===== src/rtl/mux_load_f_h_or_b_seq.sv =====
// Sequenced load unit: pulse start -> memory read -> wait latency -> extract
// word/half/byte from the low bits and zero/sign-extend into data_out.
// Ports: clk, reset (sync, active-high), start, selector[1:0], sign_ext,
//   addr_in[31:0], mem_addr[31:0], mem_rd, mem_data_in[31:0],
//   data_out[31:0] (registered), done (1-cycle pulse), busy (READ/WAIT).
module mux_load_f_h_or_b_seq #(
    parameter int MEM_LATENCY = 1
) (
    input  logic        clk,
    input  logic        reset,
    input  logic        start,
    input  logic [1:0]  selector,
    input  logic        sign_ext,
    input  logic [31:0] addr_in,
    output logic [31:0] mem_addr,
    output logic        mem_rd,
    input  logic [31:0] mem_data_in,
    output logic [31:0] data_out,
    output logic        done,
    output logic        busy
);

    typedef enum logic [1:0] {
        IDLE = 2'd0,
        READ = 2'd1,
        WAIT = 2'd2,
        DONE = 2'd3
    } state_t;

    localparam logic [3:0] CNT_INIT = 4'(MEM_LATENCY - 1);

    state_t      state;
    state_t      state_nx;
    logic [3:0]  cnt;
    logic [31:0] addr_q;
    logic [1:0]  sel_q;
    logic        sx_q;
    logic        accept;
    logic [31:0] ext;

    // New requests are only taken when no load is in flight.
    assign accept = (state == IDLE) || (state == DONE);

    // State register
    always_ff @(posedge clk) begin
        if (reset) state <= IDLE;
        else       state <= state_nx;
    end

    // Next-state logic
    always_comb begin
        state_nx = state;
        unique case (state)
            IDLE: if (start) state_nx = READ;
            READ: state_nx = WAIT;
            WAIT: if (cnt == 4'd0) state_nx = DONE;
            DONE: state_nx = start ? READ : IDLE;
            default: state_nx = IDLE;
        endcase
    end

    // Output logic
    always_comb begin
        mem_rd = (state == READ);
        busy   = (state == READ) || (state == WAIT);
        done   = (state == DONE);
    end

    // Extraction uses the latched selector/sign_ext; bit1 of the selector
    // dominates so 2'b10 also means word.
    always_comb begin
        ext = mem_data_in;
        if (sel_q[1])
            ext = mem_data_in;
        else if (sel_q[0])
            ext = {{16{sx_q & mem_data_in[15]}}, mem_data_in[15:0]};
        else
            ext = {{24{sx_q & mem_data_in[7]}}, mem_data_in[7:0]};
    end

    // Datapath: request latch, latency counter, result register.
    // mem_addr is the latched address, so it is held through WAIT.
    always_ff @(posedge clk) begin
        if (reset) begin
            addr_q   <= '0;
            sel_q    <= '0;
            sx_q     <= 1'b0;
            cnt      <= '0;
            data_out <= '0;
        end else begin
            if (accept && start) begin
                addr_q <= addr_in;
                sel_q  <= selector;
                sx_q   <= sign_ext;
            end
            if (state == READ) cnt <= CNT_INIT;
            if (state == WAIT) begin
                if (cnt == 4'd0) data_out <= ext;
                else             cnt      <= cnt - 4'd1;
            end
        end
    end

    assign mem_addr = addr_q;

endmodule

===== config.mk =====
export PLATFORM = sky130hd
export DESIGN_NAME = mux_load_f_h_or_b_seq
export DESIGN_NICKNAME = d
export VERILOG_FILES = /design/src/rtl/mux_load_f_h_or_b_seq.sv
export SDC_FILE = /design/constraint.sdc
export NUM_CORES = 1
export LEC_CHECK = 0
export CORE_UTILIZATION = 40
export CTS_CLUSTER_DIAMETER = 30
export DETAILED_ROUTE_END_ITERATION = 6
export GPL_ROUTABILITY_DRIVEN = 0
export PLACE_DENSITY = 0.86
export SLEW_MARGIN = 20
export SYNTH_ARGS = -nofsm -noshare
export SYNTH_HDL_FRONTEND = slang
export SYNTH_SLANG_ARGS = --single-unit
export TNS_END_PERCENT = 1

===== constraint.sdc =====
create_clock -name clk -period 2.2 [get_ports clk]
set_input_delay 0.44 -clock clk [delete_from_list [all_inputs] [get_ports clk]]
set_output_delay 0.44 -clock clk [all_outputs]
set_load 0.02 [all_outputs]

==> results of run 1 <==
==> sequential cells by signal (all words and copies together), names as in the netlist <==
register and count:
cnt 4, state 2, sx_q 1, sel_q 2, mem_addr 32, data_out 32
==> layer usage <==
layer | vias to the layer above | part of all wire [%] | track usage, % | wire length (um)
met5 | - | 0 | 0 | 0
met4 | 0 | 1.6 | 7.48 | 128
met3 | 11 | 8.5 | 7.56 | 696
met2 | 118 | 48 | 36.2 | 3910
met1 | 1353 | 42 | 23.6 | 3410
li1 | 1443 | - | - | -
==> power breakdown <==
| group | switching [mW] | leakage [nW] | internal, mW |
|---|---|---|---|
| logic | 1.53 | 0.954 | 1.23 |
| clock network | 0.461 | 0.0778 | 0.391 |
| registers | 0.230 | 0.596 | 1.70 |
==> how the worst max path moves through the flow <==
stage / slack (ps) / end / from / cells after the start
6_report: 200 / busy / state[0] / 3
4_1_cts: 50 / mem_rd / state[1] / 3
5_1_grt: 90 / busy / state[0] / 3
3_5_place_dp: 300 / data_out[17] / mem_data_in[7] / 5
2_1_floorplan: 530 / mem_addr[29] / state[0] / 7
3_3_place_gp: 350 / data_out[16] / mem_data_in[7] / 5
==> cell usage after synthesis (2+ instances only) <==
cell type and instances:
sky130_fd_sc_hd__a211o_1 2, sky130_fd_sc_hd__nand3b_1 2, sky130_fd_sc_hd__a211oi_1 4, sky130_fd_sc_hd__inv_1 6, sky130_fd_sc_hd__buf_2 10, sky130_fd_sc_hd__a21oi_1 47
sky130_fd_sc_hd__nor4bb_1 2, sky130_fd_sc_hd__nor2_1 25, sky130_fd_sc_hd__nand2b_1 3, sky130_fd_sc_hd__a211oi_2 14, sky130_fd_sc_hd__dfxtp_1 73, sky130_fd_sc_hd__o21a_1 8
sky130_fd_sc_hd__buf_1 2, sky130_fd_sc_hd__o21ai_0 2, sky130_fd_sc_hd__nor3_1 17, sky130_fd_sc_hd__nand2_1 103, sky130_fd_sc_hd__ha_1 6, sky130_fd_sc_hd__clkbuf_1 13
sky130_fd_sc_hd__buf_6 3
==> repair_timing <==
action | CTS | global route
setup buffers | 0 | 0
gates resized for setup | 1 | 1
setup endpoints to repair | 1 | 1
==> through the flow <==
step	area (um^2)	setup WS [ps]	utilization (%)	power (mW)	hold slack [ps]
2_1_floorplan	3000	529	-	3.64	478
5_1_grt	4570	94.4	63.0	5.91	468
6_report	4570	200	63.0	5.54	454
4_1_cts	4570	47.8	63.0	5.57	455
3_5_place_dp	4420	297	60.9	4.74	445
3_3_place_gp	4420	349	60.9	4.63	440
==> tightest hold or removal path: stages, from the launching register on <==
cell                      delay [ps]
sky130_fd_sc_hd__dfxtp_1         310
sky130_fd_sc_hd__nand2_1          50
sky130_fd_sc_hd__a21oi_1          50
==> cell type report <==
type / instances / share of cell area (%)
Tap cell: 99 / 2.71
Sequential cell: 73 / 32.0
Inverter: 6 / 0.493
Multi-Input combinational cell: 250 / 30.2
Clock buffer: 10 / 2.79
Timing Repair Buffer: 146 / 31.3
Clock inverter: 4 / 0.493
==> kinds of logic after synthesis <==
logic type / after synthesis
AOI/OAI and AO/OA: 82
and+or+nand+nor: 160
adders and majority gates: 6
buffers and inverters: 35
muxes: 2
DFF: 73
==> metrics.log, run 1 <==
INFO  metric status = complete, no violations
INFO  metric final-hold-violation-count = 0
INFO  metric worst_r2r_startpoint = cnt[0]
INFO  metric floorplan.die.height = 88.6 um
INFO  metric post_synth_xor_area_fraction = 0%
INFO  metric multi_input_comb_area = 0.00138 mm^2
INFO  metric dr_total_vias = 2,925
INFO  metric syn_inst = 358
INFO  metric stdcell_count = 588
INFO  metric timing.final.max_slew_violations = 0
INFO  metric main_combinational_cell_family_by_area_after_synthesis = simple AND/OR/NAND/NOR gates
INFO  metric drt_iter0_markers = 93
INFO  metric netlist.area_leader.share = 48.7%
INFO  metric layout.cells.most_common_list = sky130_fd_sc_hd__clkdlybuf4s50_1, sky130_fd_sc_hd__nand2_1, sky130_fd_sc_hd__dfxtp_1
INFO  metric core-area = 0.00725 mm^2
INFO  metric power.leakage = 1.63 nW
INFO  metric timing.critical_path.fanout_max = 4
INFO  metric syn_area_per_cell = 8.38 um^2
INFO  metric die_area = 0.00785 mm^2
INFO  metric netlist-cell-type-count = 35
INFO  metric detailed_place_hpwl = 5740 um
INFO  metric post_synth_and_or_nand_nor_area_fraction = 22.7%
INFO  metric cp-start-kind = flop
INFO  metric cp_top_family = buffers and inverters
INFO  metric avgRoutedWirePerCell = 13.9 um
INFO  metric worst-slew-pin-transition = 507 ps
INFO  metric max_clock_freq = 0.500 GHz
INFO  metric number_of_enable_flip_flop_cells_after_synthesis = 0
INFO  metric rsz0062_at_grt = false
INFO  metric route.detailed.drc = 0
INFO  metric worst_setup_path_category = reg2out
INFO  metric hold_path_depth = 2
INFO  metric globalRouteTotalUtil = 20.9%
INFO  metric wire_length_of_the_first_global_routing_pass = 12,600 um
INFO  metric number_of_placed_i_o_pins = 137
INFO  metric timing.reg2reg.setup_slack = 420 ps
INFO  metric fin_worst_skew = 8.09 ps
INFO  metric max_stage_delay = 400 ps
INFO  metric worstHoldEndpoint = mem_addr[31]
INFO  metric hold_path.class = reg2reg
INFO  metric critical_path_cell_by_cell = inv_1 -> ha_1 -> dlygate4sd2_1
INFO  metric ys_seq_elements = 73
INFO  metric place_inst = 574
INFO  metric timing.slew.headroom = 66.2%
INFO  metric diodes = 0
INFO  metric cts-root-buf = sky130_fd_sc_hd__clkbuf_8
INFO  metric vias_per_cell = 4.97
INFO  metric synth.cell_area = 0.00300 mm^2
INFO  metric postRouteAntennaNets = 0
INFO  metric tritoncts_num_sinks = 73
INFO  metric grt_pass1_vias = 2,769
INFO  metric critical_path_buf_inv_count = 2
INFO  metric synth_compound_area_share = 19.5%
INFO  metric nNetsFinal = 562
INFO  metric number_of_cells_traversed_by_the_worst_register_to_register_path = 6
INFO  metric cts.path.max_buffers = 2
INFO  metric num-fill-cells = 631
INFO  metric htree_num_levels = 3
INFO  metric synthesis.nets = 434
INFO  metric post_synth_mux_area_share = 0.709%
INFO  metric timing.final.setup_violations = 0
INFO  metric cp-end-kind = primary output
INFO  metric chipWidth = 88.6 um
INFO  metric grt.overflow.total = 0
INFO  metric post-route-period-util = 90.9%
INFO  metric io_buffer_count = 136
INFO  metric firstDrtPassIters = 4
INFO  metric drt-total-wl = 8150 um
INFO  metric cts_tree = built
INFO  metric crit-reg2reg-capture = data_out[21]
INFO  metric numCtsBuffers = 9
INFO  metric antenna_violations_before_repair = 0
INFO  metric synth_warnings = 0
INFO  metric finalCriticalPeriod = 2000 ps
INFO  metric sequential_cell_area = 0.00146 mm^2
INFO  metric floorplan.initialDensity = 41.4%
INFO  metric ratio_of_cells_with_drive_above_1_in_the_final_layout = 9.41%
INFO  metric critical-path-slowest-cell = sky130_fd_sc_hd__dfxtp_1
INFO  metric later_pin_clock_latency_in_the_skew_report = 340 ps
INFO  metric areaGrowthSynthToFinish = 52.3%
INFO  metric asyncSetResetFlopFracSynth = 0%
INFO  metric ir_drop = 0.000668 V
INFO  metric power_per_cell_area = 1210 mW/mm^2
INFO  metric maxCapViolations = 0
INFO  metric seq_area_frac_synth = 48.7%
INFO  metric critPathArrivalTime = 1560 ps
INFO  metric cts.clk_slew.worst_paths = 70 ps
INFO  metric totalNegativeSetupSlack = 0 ps
INFO  metric synth-main-ff-cell = sky130_fd_sc_hd__dfxtp_1
INFO  metric post-synth-top-area-cell = sky130_fd_sc_hd__dfxtp_1
INFO  metric fp-row-count = 31
INFO  metric hold_buffers = 0
INFO  metric synth_adder_area_share = 2.50%
INFO  metric hold_path_startpoint = mem_addr[31]
INFO  metric most_common_cell_after_layout_fill_and_taps_aside = sky130_fd_sc_hd__clkdlybuf4s50_1
INFO  metric largest_net_degree_at_the_start_of_global_routing = 42
INFO  metric synthTopCellsByArea = sky130_fd_sc_hd__dfxtp_1, sky130_fd_sc_hd__nand2_1, sky130_fd_sc_hd__a21oi_1
INFO  metric cp.required = 1760 ps
(Power assumes the default switching activity.)
==> run 2, diff against run 1 <==
--- a/config.mk
+++ b/config.mk
@@ -5,11 +5,12 @@
 export SDC_FILE = /design/constraint.sdc
 export NUM_CORES = 1
 export LEC_CHECK = 0
-export CORE_UTILIZATION = 40
+export ABC_CLOCK_PERIOD_IN_PS = 2200
+export CORE_UTILIZATION = 35
 export CTS_CLUSTER_DIAMETER = 30
 export DETAILED_ROUTE_END_ITERATION = 6
 export GPL_ROUTABILITY_DRIVEN = 0
-export PLACE_DENSITY = 0.86
+export PLACE_DENSITY = 0.77
 export SLEW_MARGIN = 20
 export SYNTH_ARGS = -nofsm -noshare
 export SYNTH_HDL_FRONTEND = slang
==> run 2 against run 1 <==
Net effect:
- clock power grew 24%
- sequential cell count is the same
- via count shrank 2.6%
- core utilization shrank 6.2 points
- worst setup slack gained 9.3 ps
- count of clock-buffer cells in the layout grew 1
- cell count grew 1.4%
- critical endpoint is now done
- die area grew 14%
==> metrics.log, run 2 (same netlist as run 1, synthesis figures left out) <==
INFO  metric pwr-share-clk = 18.3% (was 15.4%)
INFO  metric internal_power = 3.58 mW (was 3.32 mW)
INFO  metric grt.overflow.total = 0 (unchanged)
INFO  metric hold_buffers = 0 (unchanged)
INFO  metric final_util = 56.8% (was 63.0%)
INFO  metric floorplan.initialDensity = 36.3% (was 41.4%)
INFO  metric antenna_violations_before_repair = 0 (unchanged)
INFO  metric status = complete, no violations (unchanged)
INFO  metric cts_tree = built (unchanged)
INFO  metric worst-slew-pin-transition = 549 ps (was 507 ps)
INFO  metric htree_num_levels = 3 (unchanged)
INFO  metric cp.required = 1760 ps (about the same)
INFO  metric avgRoutedWirePerCell = 13.2 um (was 13.9 um)
INFO  metric detailed_place_hpwl = 5680 um (was 5740 um)
INFO  metric rsz0062_at_grt = false (unchanged)
INFO  metric dpl_worst_slack = 315 ps (was 297 ps)
INFO  metric worst_setup_path_category = reg2out (unchanged)
INFO  metric p_seq_share = 33.3% (was 34.8%)
INFO  metric chipWidth = 94.6 um (was 88.6 um)
INFO  metric fp-row-count = 33 (was 31)
INFO  metric layout.cells.most_common_list = sky130_fd_sc_hd__clkdlybuf4s50_1, sky130_fd_sc_hd__nand2_1, sky130_fd_sc_hd__dfxtp_1 (unchanged)
INFO  metric drt_iter0_markers = 84 (was 93)
INFO  metric ir_drop = 0.000996 V (was 0.000668 V)
INFO  metric critical-path-slowest-cell = sky130_fd_sc_hd__clkdlybuf4s50_1 (was sky130_fd_sc_hd__dfxtp_1)
INFO  metric nNetsFinal = 563 (was 562)
INFO  metric timing.critical_path.fanout_max = 4 (unchanged)
INFO  metric dr_total_vias = 2,850 (was 2,925)
INFO  metric core-area = 0.00826 mm^2 (was 0.00725 mm^2)
INFO  metric firstDrtPassIters = 4 (unchanged)
INFO  metric cts.path.max_buffers = 2 (unchanged)
INFO  metric globalRouteTotalUtil = 17.8% (was 20.9%)
INFO  metric power = 5.80 mW (was 5.54 mW)
INFO  metric largest_net_degree_at_the_start_of_global_routing = 36 (was 42)
INFO  metric drt-total-wl = 7880 um (was 8150 um)
INFO  metric vias_per_cell = 4.78 (was 4.97)
INFO  metric cts-root-buf = sky130_fd_sc_hd__clkbuf_8 (unchanged)
INFO  metric power.switching = 2.22 mW (about the same)
INFO  metric stdcell_count = 596 (was 588)
INFO  metric timing.slew.headroom = 63.3% (was 66.2%)
INFO  metric place_inst = 581 (was 574)
INFO  metric timing.final.max_slew_violations = 0 (unchanged)
INFO  metric fin_worst_skew = 14.0 ps (was 8.09 ps)
INFO  metric ratio_of_cells_with_drive_above_1_in_the_final_layout = 9.98% (was 9.41%)
INFO  metric critical_path_buf_inv_count = 1 (was 2)
INFO  metric wire_length_of_the_first_global_routing_pass = 12,500 um (was 12,600 um)
INFO  metric cts.clk_slew.worst_paths = 80 ps (was 70 ps)
INFO  metric swShare = 38.2% (was 40.1%)
INFO  metric diodes = 0 (unchanged)
INFO  metric route.detailed.drc = 0 (unchanged)
INFO  metric timing.final.setup_violations = 0 (unchanged)
INFO  metric power_per_cell_area = 1240 mW/mm^2 (was 1210 mW/mm^2)
INFO  metric areaGrowthSynthToFinish = 56.2% (was 52.3%)
INFO  metric layout_setup_ws = 210 ps (was 200 ps)
INFO  metric hold_path.class = reg2reg (unchanged)
INFO  metric postRouteAntennaNets = 0 (unchanged)
INFO  metric cp-start-kind = flop (unchanged)
INFO  metric most_common_cell_after_layout_fill_and_taps_aside = sky130_fd_sc_hd__clkdlybuf4s50_1 (unchanged)
INFO  metric cp_top_family = buffers and inverters (unchanged)
INFO  metric tritoncts_num_sinks = 73 (unchanged)
INFO  metric final-hold-violation-count = 0 (unchanged)
INFO  metric max_stage_delay = 610 ps (was 400 ps)
INFO  metric totalNegativeSetupSlack = 0 ps (unchanged)
INFO  metric die_area = 0.00895 mm^2 (was 0.00785 mm^2)
INFO  metric maxCapViolations = 0 (unchanged)
INFO  metric grt_pass1_vias = 2,765 (was 2,769)
INFO  metric power.leakage = 1.68 nW (was 1.63 nW)
INFO  metric critical_path_cell_by_cell = ha_1 -> clkdlybuf4s50_1 (was inv_1 -> ha_1 -> dlygate4sd2_1)
INFO  metric max_clock_freq = 0.502 GHz (was 0.500 GHz)
INFO  metric io_buffer_count = 136 (unchanged)
INFO  metric cp-end-kind = primary output (unchanged)
INFO  metric number_of_placed_i_o_pins = 137 (unchanged)
INFO  metric later_pin_clock_latency_in_the_skew_report = 330 ps (was 340 ps)
INFO  metric floorplan.die.height = 94.6 um (was 88.6 um)
INFO  metric combPwrFrac = 48.4% (was 49.8%)
INFO  metric critPathArrivalTime = 1550 ps (was 1560 ps)
INFO  metric post-route-period-util = 90.5% (was 90.9%)
INFO  metric numCtsBuffers = 9 (unchanged)
INFO  metric finalCriticalPeriod = 1990 ps (was 2000 ps)
## run 2: cell count changes in the layout (fill, tap and decap cells not counted), sizes merged
cell	previous run	this run
buf	11	12
bufinv	0	1
clkbuf	10	11
clkinv	3	1
inv	6	7
## run 2: power by group through the flow
| stage | logic, mW | registers, mW | clock network [mW] |
|---|---|---|---|
| floorplan | 1.32 | 2.32 | 0 |
| global placement | 2.79 | 1.94 | 0 |
| detailed placement | 2.84 | 1.97 | 0 |
| CTS | 2.84 | 1.94 | 1.09 |
| global route | 3.06 | 1.98 | 1.15 |
| finish | 2.81 | 1.93 | 1.06 |
## run 2: per-stage QoR
step	instance area (um^2)	hold slack [ps]
6_report	4690	456
5_1_grt	4690	479
4_1_cts	4690	459
3_5_place_dp	4480	448
3_3_place_gp	4480	441
2_1_floorplan	3000	478
## run 2: worst paths after layout
check	startpoint	end	slack, ps	cells after the start
worst max-delay path	state[0]	done	210	2
worst min-delay path	mem_addr[23]	mem_addr[23]	460	2
worst max register to register	state[0]	data_out[29]	340	7
worst min register to register	mem_addr[23]	mem_addr[23]	460	2
## run 2: worst min-delay path, stage by stage (launching register included)
cell	delay [ps]
sky130_fd_sc_hd__dfxtp_1	310
sky130_fd_sc_hd__nand2_1	50
sky130_fd_sc_hd__a21oi_1	50
## run 2: area by class of cell
type                            count  area [um^2]
Sequential cell                    73         1460
Inverter                            6         22.5
Clock buffer                       11          151
Timing Repair Buffer              147         1490
Tap cell                          105          131
Fill cell                         751         3570
Clock inverter                      4         51.3
Multi-Input combinational cell    250         1380
## run 2: repair_timing
action                                  4_1_cts  5_1_grt
endpoints found under the setup margin        1        1
resized for setup                             1        1
buffers inserted                              0        0
endpoints found under the hold margin         0        0
## run 2: routing by layer
metal  routed length [um]  global-route usage [%]  vias up
met1                 3290                    19.8     1299
met5                    0                       0        -
met2                 3790                    30.9       91
met3                  684                    6.68       12
li1                     -                       -     1448
met4                  120                    6.44        0
==> run 3, diff against run 2 <==
--- a/config.mk
+++ b/config.mk
@@ -6,11 +6,12 @@
 export NUM_CORES = 1
 export LEC_CHECK = 0
 export ABC_CLOCK_PERIOD_IN_PS = 2200
-export CORE_UTILIZATION = 35
+export CORE_UTILIZATION = 41
 export CTS_CLUSTER_DIAMETER = 30
+export CTS_CLUSTER_SIZE = 16
 export DETAILED_ROUTE_END_ITERATION = 6
 export GPL_ROUTABILITY_DRIVEN = 0
-export PLACE_DENSITY = 0.77
+export PLACE_DENSITY = 0.87
 export SLEW_MARGIN = 20
 export SYNTH_ARGS = -nofsm -noshare
 export SYNTH_HDL_FRONTEND = slang
==> run 3 against run 2 <==
Net effect:
- core utilization up 10 points
- worst hold slack about the same
- largest power group unchanged
- register-to-register slack got worse by 100 ps
- largest cell class is now registers
- first-iteration DRC count rose by 74%
- cell count decreased by 1.8%
- global-route usage grew 3.7 points
- via count increased by 3.5%
- wire length up 3.1%
- fmax fell by 1.7%
- worst setup slack worse by 35 ps
- clock skew is 4.1 ps lower
==> metrics.log, run 3 (same netlist as run 1, synthesis figures left out) <==
INFO  metric status = complete, no violations (unchanged)
INFO  metric use_met1 = 28.0% (was 19.8%)
INFO  metric chipWidth = 87.6 um (was 94.6 um)
INFO  metric power = 5.97 mW (was 5.80 mW)
INFO  metric die_area = 0.00767 mm^2 (was 0.00895 mm^2)
INFO  metric combPwrFrac = 45.8% (was 48.4%)
INFO  metric vias_per_cell = 5.04 (was 4.78)
INFO  metric worst_setup_path_category = reg2out (unchanged)
INFO  metric route.detailed.drc = 0 (unchanged)
INFO  metric timing.reg2reg.setup_slack = 240 ps (was 340 ps)
INFO  metric cp-start-kind = flop (unchanged)
INFO  metric timing.critical_path.fanout_max = 4 (unchanged)
INFO  metric hold_path.class = reg2reg (unchanged)
INFO  metric floorplan.initialDensity = 43.2% (was 36.3%)
INFO  metric layout.cells.most_common_list = sky130_fd_sc_hd__clkdlybuf4s50_1, sky130_fd_sc_hd__nand2_1, sky130_fd_sc_hd__dfxtp_1 (unchanged)
INFO  metric rsz0062_at_grt = false (unchanged)
INFO  metric firstDrtPassIters = 4 (unchanged)
INFO  metric grt_pass1_vias = 2,750 (was 2,765)
INFO  metric core-area = 0.00694 mm^2 (was 0.00826 mm^2)
INFO  metric max_clock_freq = 0.494 GHz (was 0.502 GHz)
INFO  metric power_per_cell_area = 1280 mW/mm^2 (was 1240 mW/mm^2)
INFO  metric grt_most_used_layer = met2 (unchanged)
INFO  metric cts.clk_slew.worst_paths = 70 ps (was 80 ps)
INFO  metric cp.required = 1760 ps (about the same)
INFO  metric ratio_of_cells_with_drive_above_1_in_the_final_layout = 9.41% (was 9.98%)
INFO  metric maxCapViolations = 0 (unchanged)
INFO  metric drt_iter0_markers = 146 (was 84)
INFO  metric wire_length_of_the_first_global_routing_pass = 12,900 um (was 12,500 um)
INFO  metric nNetsFinal = 560 (was 563)
INFO  metric pwr-share-clk = 21.6% (was 18.3%)
INFO  metric detailed_place_hpwl = 5580 um (was 5680 um)
INFO  metric hold_buffers = 0 (unchanged)
INFO  metric totalNegativeSetupSlack = 0 ps (unchanged)
INFO  metric worst_r2r_startpoint = state[0] (unchanged)
INFO  metric number_of_cells_traversed_by_the_worst_register_to_register_path = 6 (was 7)
INFO  metric worst_setup_path_startpoint = state[0] (unchanged)
INFO  metric internal_power = 3.74 mW (was 3.58 mW)
INFO  metric grt.overflow.total = 0 (unchanged)
INFO  metric finalCriticalPeriod = 2030 ps (was 1990 ps)
INFO  metric htree_num_levels = 3 (unchanged)
INFO  metric place_inst = 569 (was 581)
INFO  metric dr_total_vias = 2,950 (was 2,850)
INFO  metric power.leakage = 1.67 nW (was 1.68 nW)
INFO  metric post-route-period-util = 92.1% (was 90.5%)
INFO  metric final-hold-violation-count = 0 (unchanged)
INFO  metric final_cell_area = 0.00467 mm^2 (was 0.00469 mm^2)
INFO  metric p_seq_share = 32.6% (was 33.3%)
INFO  metric diodes = 0 (unchanged)
INFO  metric antenna_violations_before_repair = 0 (unchanged)
INFO  metric most_common_cell_after_layout_fill_and_taps_aside = sky130_fd_sc_hd__clkdlybuf4s50_1 (unchanged)
INFO  metric cp-end-kind = primary output (unchanged)
INFO  metric power.switching = 2.23 mW (was 2.22 mW)
INFO  metric hold_path_depth = 2 (unchanged)
INFO  metric fin_worst_skew = 9.82 ps (was 14.0 ps)
INFO  metric worst-slew-pin-transition = 538 ps (was 549 ps)
INFO  metric areaGrowthSynthToFinish = 55.5% (was 56.2%)
INFO  metric globalRouteTotalUtil = 21.5% (was 17.8%)
INFO  metric dpl_cell_area = 0.00441 mm^2 (was 0.00448 mm^2)
INFO  metric timing.slew.headroom = 64.1% (was 63.3%)
INFO  metric swShare = 37.3% (was 38.2%)
INFO  metric later_pin_clock_latency_in_the_skew_report = 330 ps (about the same)
INFO  metric cts-root-buf = sky130_fd_sc_hd__clkbuf_8 (unchanged)
INFO  metric fp-row-count = 30 (was 33)
INFO  metric cts_tree = built (unchanged)
INFO  metric postRouteAntennaNets = 0 (unchanged)
INFO  metric crit_path_end = done (unchanged)
INFO  metric global_route.usage.met2 = 34.3% (was 30.9%)
INFO  metric timing.final.max_slew_violations = 0 (unchanged)
INFO  metric floorplan.die.height = 87.6 um (was 94.6 um)
INFO  metric final_util = 67.2% (was 56.8%)
INFO  metric gr-usage-met3 = 4.62% (was 6.68%)
INFO  metric stdcell_count = 585 (was 596)
INFO  metric tritoncts_num_sinks = 73 (unchanged)
INFO  metric timing.final.setup_violations = 0 (unchanged)
INFO  metric crit-reg2reg-capture = data_out[11] (was data_out[29])
INFO  metric largest_net_degree_at_the_start_of_global_routing = 74 (was 36)
INFO  metric ir_drop = 0.000578 V (was 0.000996 V)
INFO  metric avgRoutedWirePerCell = 13.9 um (was 13.2 um)
INFO  metric cts.path.max_buffers = 2 (unchanged)
INFO  metric io_buffer_count = 136 (unchanged)
INFO  metric drt-total-wl = 8120 um (was 7880 um)
INFO  metric critPathArrivalTime = 1590 ps (was 1550 ps)
INFO  metric numCtsBuffers = 9 (unchanged)
INFO  metric number_of_placed_i_o_pins = 137 (unchanged)
-- run 3: through the flow --
| stage | hold slack (ps) | setup slack [ps] |
|---|---|---|
| floorplan | 478 | 529 |
| global placement | 441 | 330 |
| detailed placement | 450 | 296 |
| CTS | 459 | 59.6 |
| global route | 475 | 129 |
| finish | 456 | 175 |
-- run 3: final cells by class --
class | count | area, um^2
tap | 96 | 120
multi-input combinational | 250 | 1380
inverter | 6 | 22.5
clock buffer | 12 | 155
timing repair buffer | 144 | 1430
fill | 538 | 2280
clock inverter | 4 | 98.8
sequential | 73 | 1460
-- run 3: critical path: stages (launching register included) --
cell and delay (ps):
sky130_fd_sc_hd__dfxtp_1 410, sky130_fd_sc_hd__ha_1 230, sky130_fd_sc_hd__clkdlybuf4s50_1 620
-- run 3: worst min-delay path by stage --
| stage | startpoint | to | slack, ps |
|---|---|---|---|
| after floorplan | sx_q | sx_q | 480 |
| after global routing | mem_addr[4] | mem_addr[4] | 470 |
| after global placement | mem_addr[7] | mem_addr[7] | 440 |
| after detailed placement | mem_addr[19] | mem_addr[19] | 450 |
| after CTS | mem_addr[21] | mem_addr[21] | 460 |
| final | mem_addr[21] | mem_addr[21] | 460 |
-- run 3: timing repair --
action	in CTS	in global routing
gates resized for setup	1	1
buffers inserted	0	0
hold endpoints to repair	0	0
endpoints found under the setup margin	1	1
-- run 3: per-layer routing --
| metal | part of all wire, % | wire length [um] | vias to the layer above |
|---|---|---|---|
| li1 | - | - | 1444 |
| met1 | 45 | 3640 | 1366 |
| met2 | 46 | 3750 | 124 |
| met3 | 7.1 | 575 | 16 |
| met4 | 1.9 | 157 | 0 |
| met5 | 0 | 0 | - |
-- run 3: power groups by stage --
stage / clock network [mW] / registers (mW) / logic, mW
2_1_floorplan: 0 / 2.32 / 1.32
3_3_place_gp: 0 / 1.94 / 2.69
3_5_place_dp: 0 / 1.97 / 2.75
4_1_cts: 1.32 / 1.94 / 2.76
5_1_grt: 1.38 / 1.99 / 2.96
6_report: 1.29 / 1.94 / 2.73
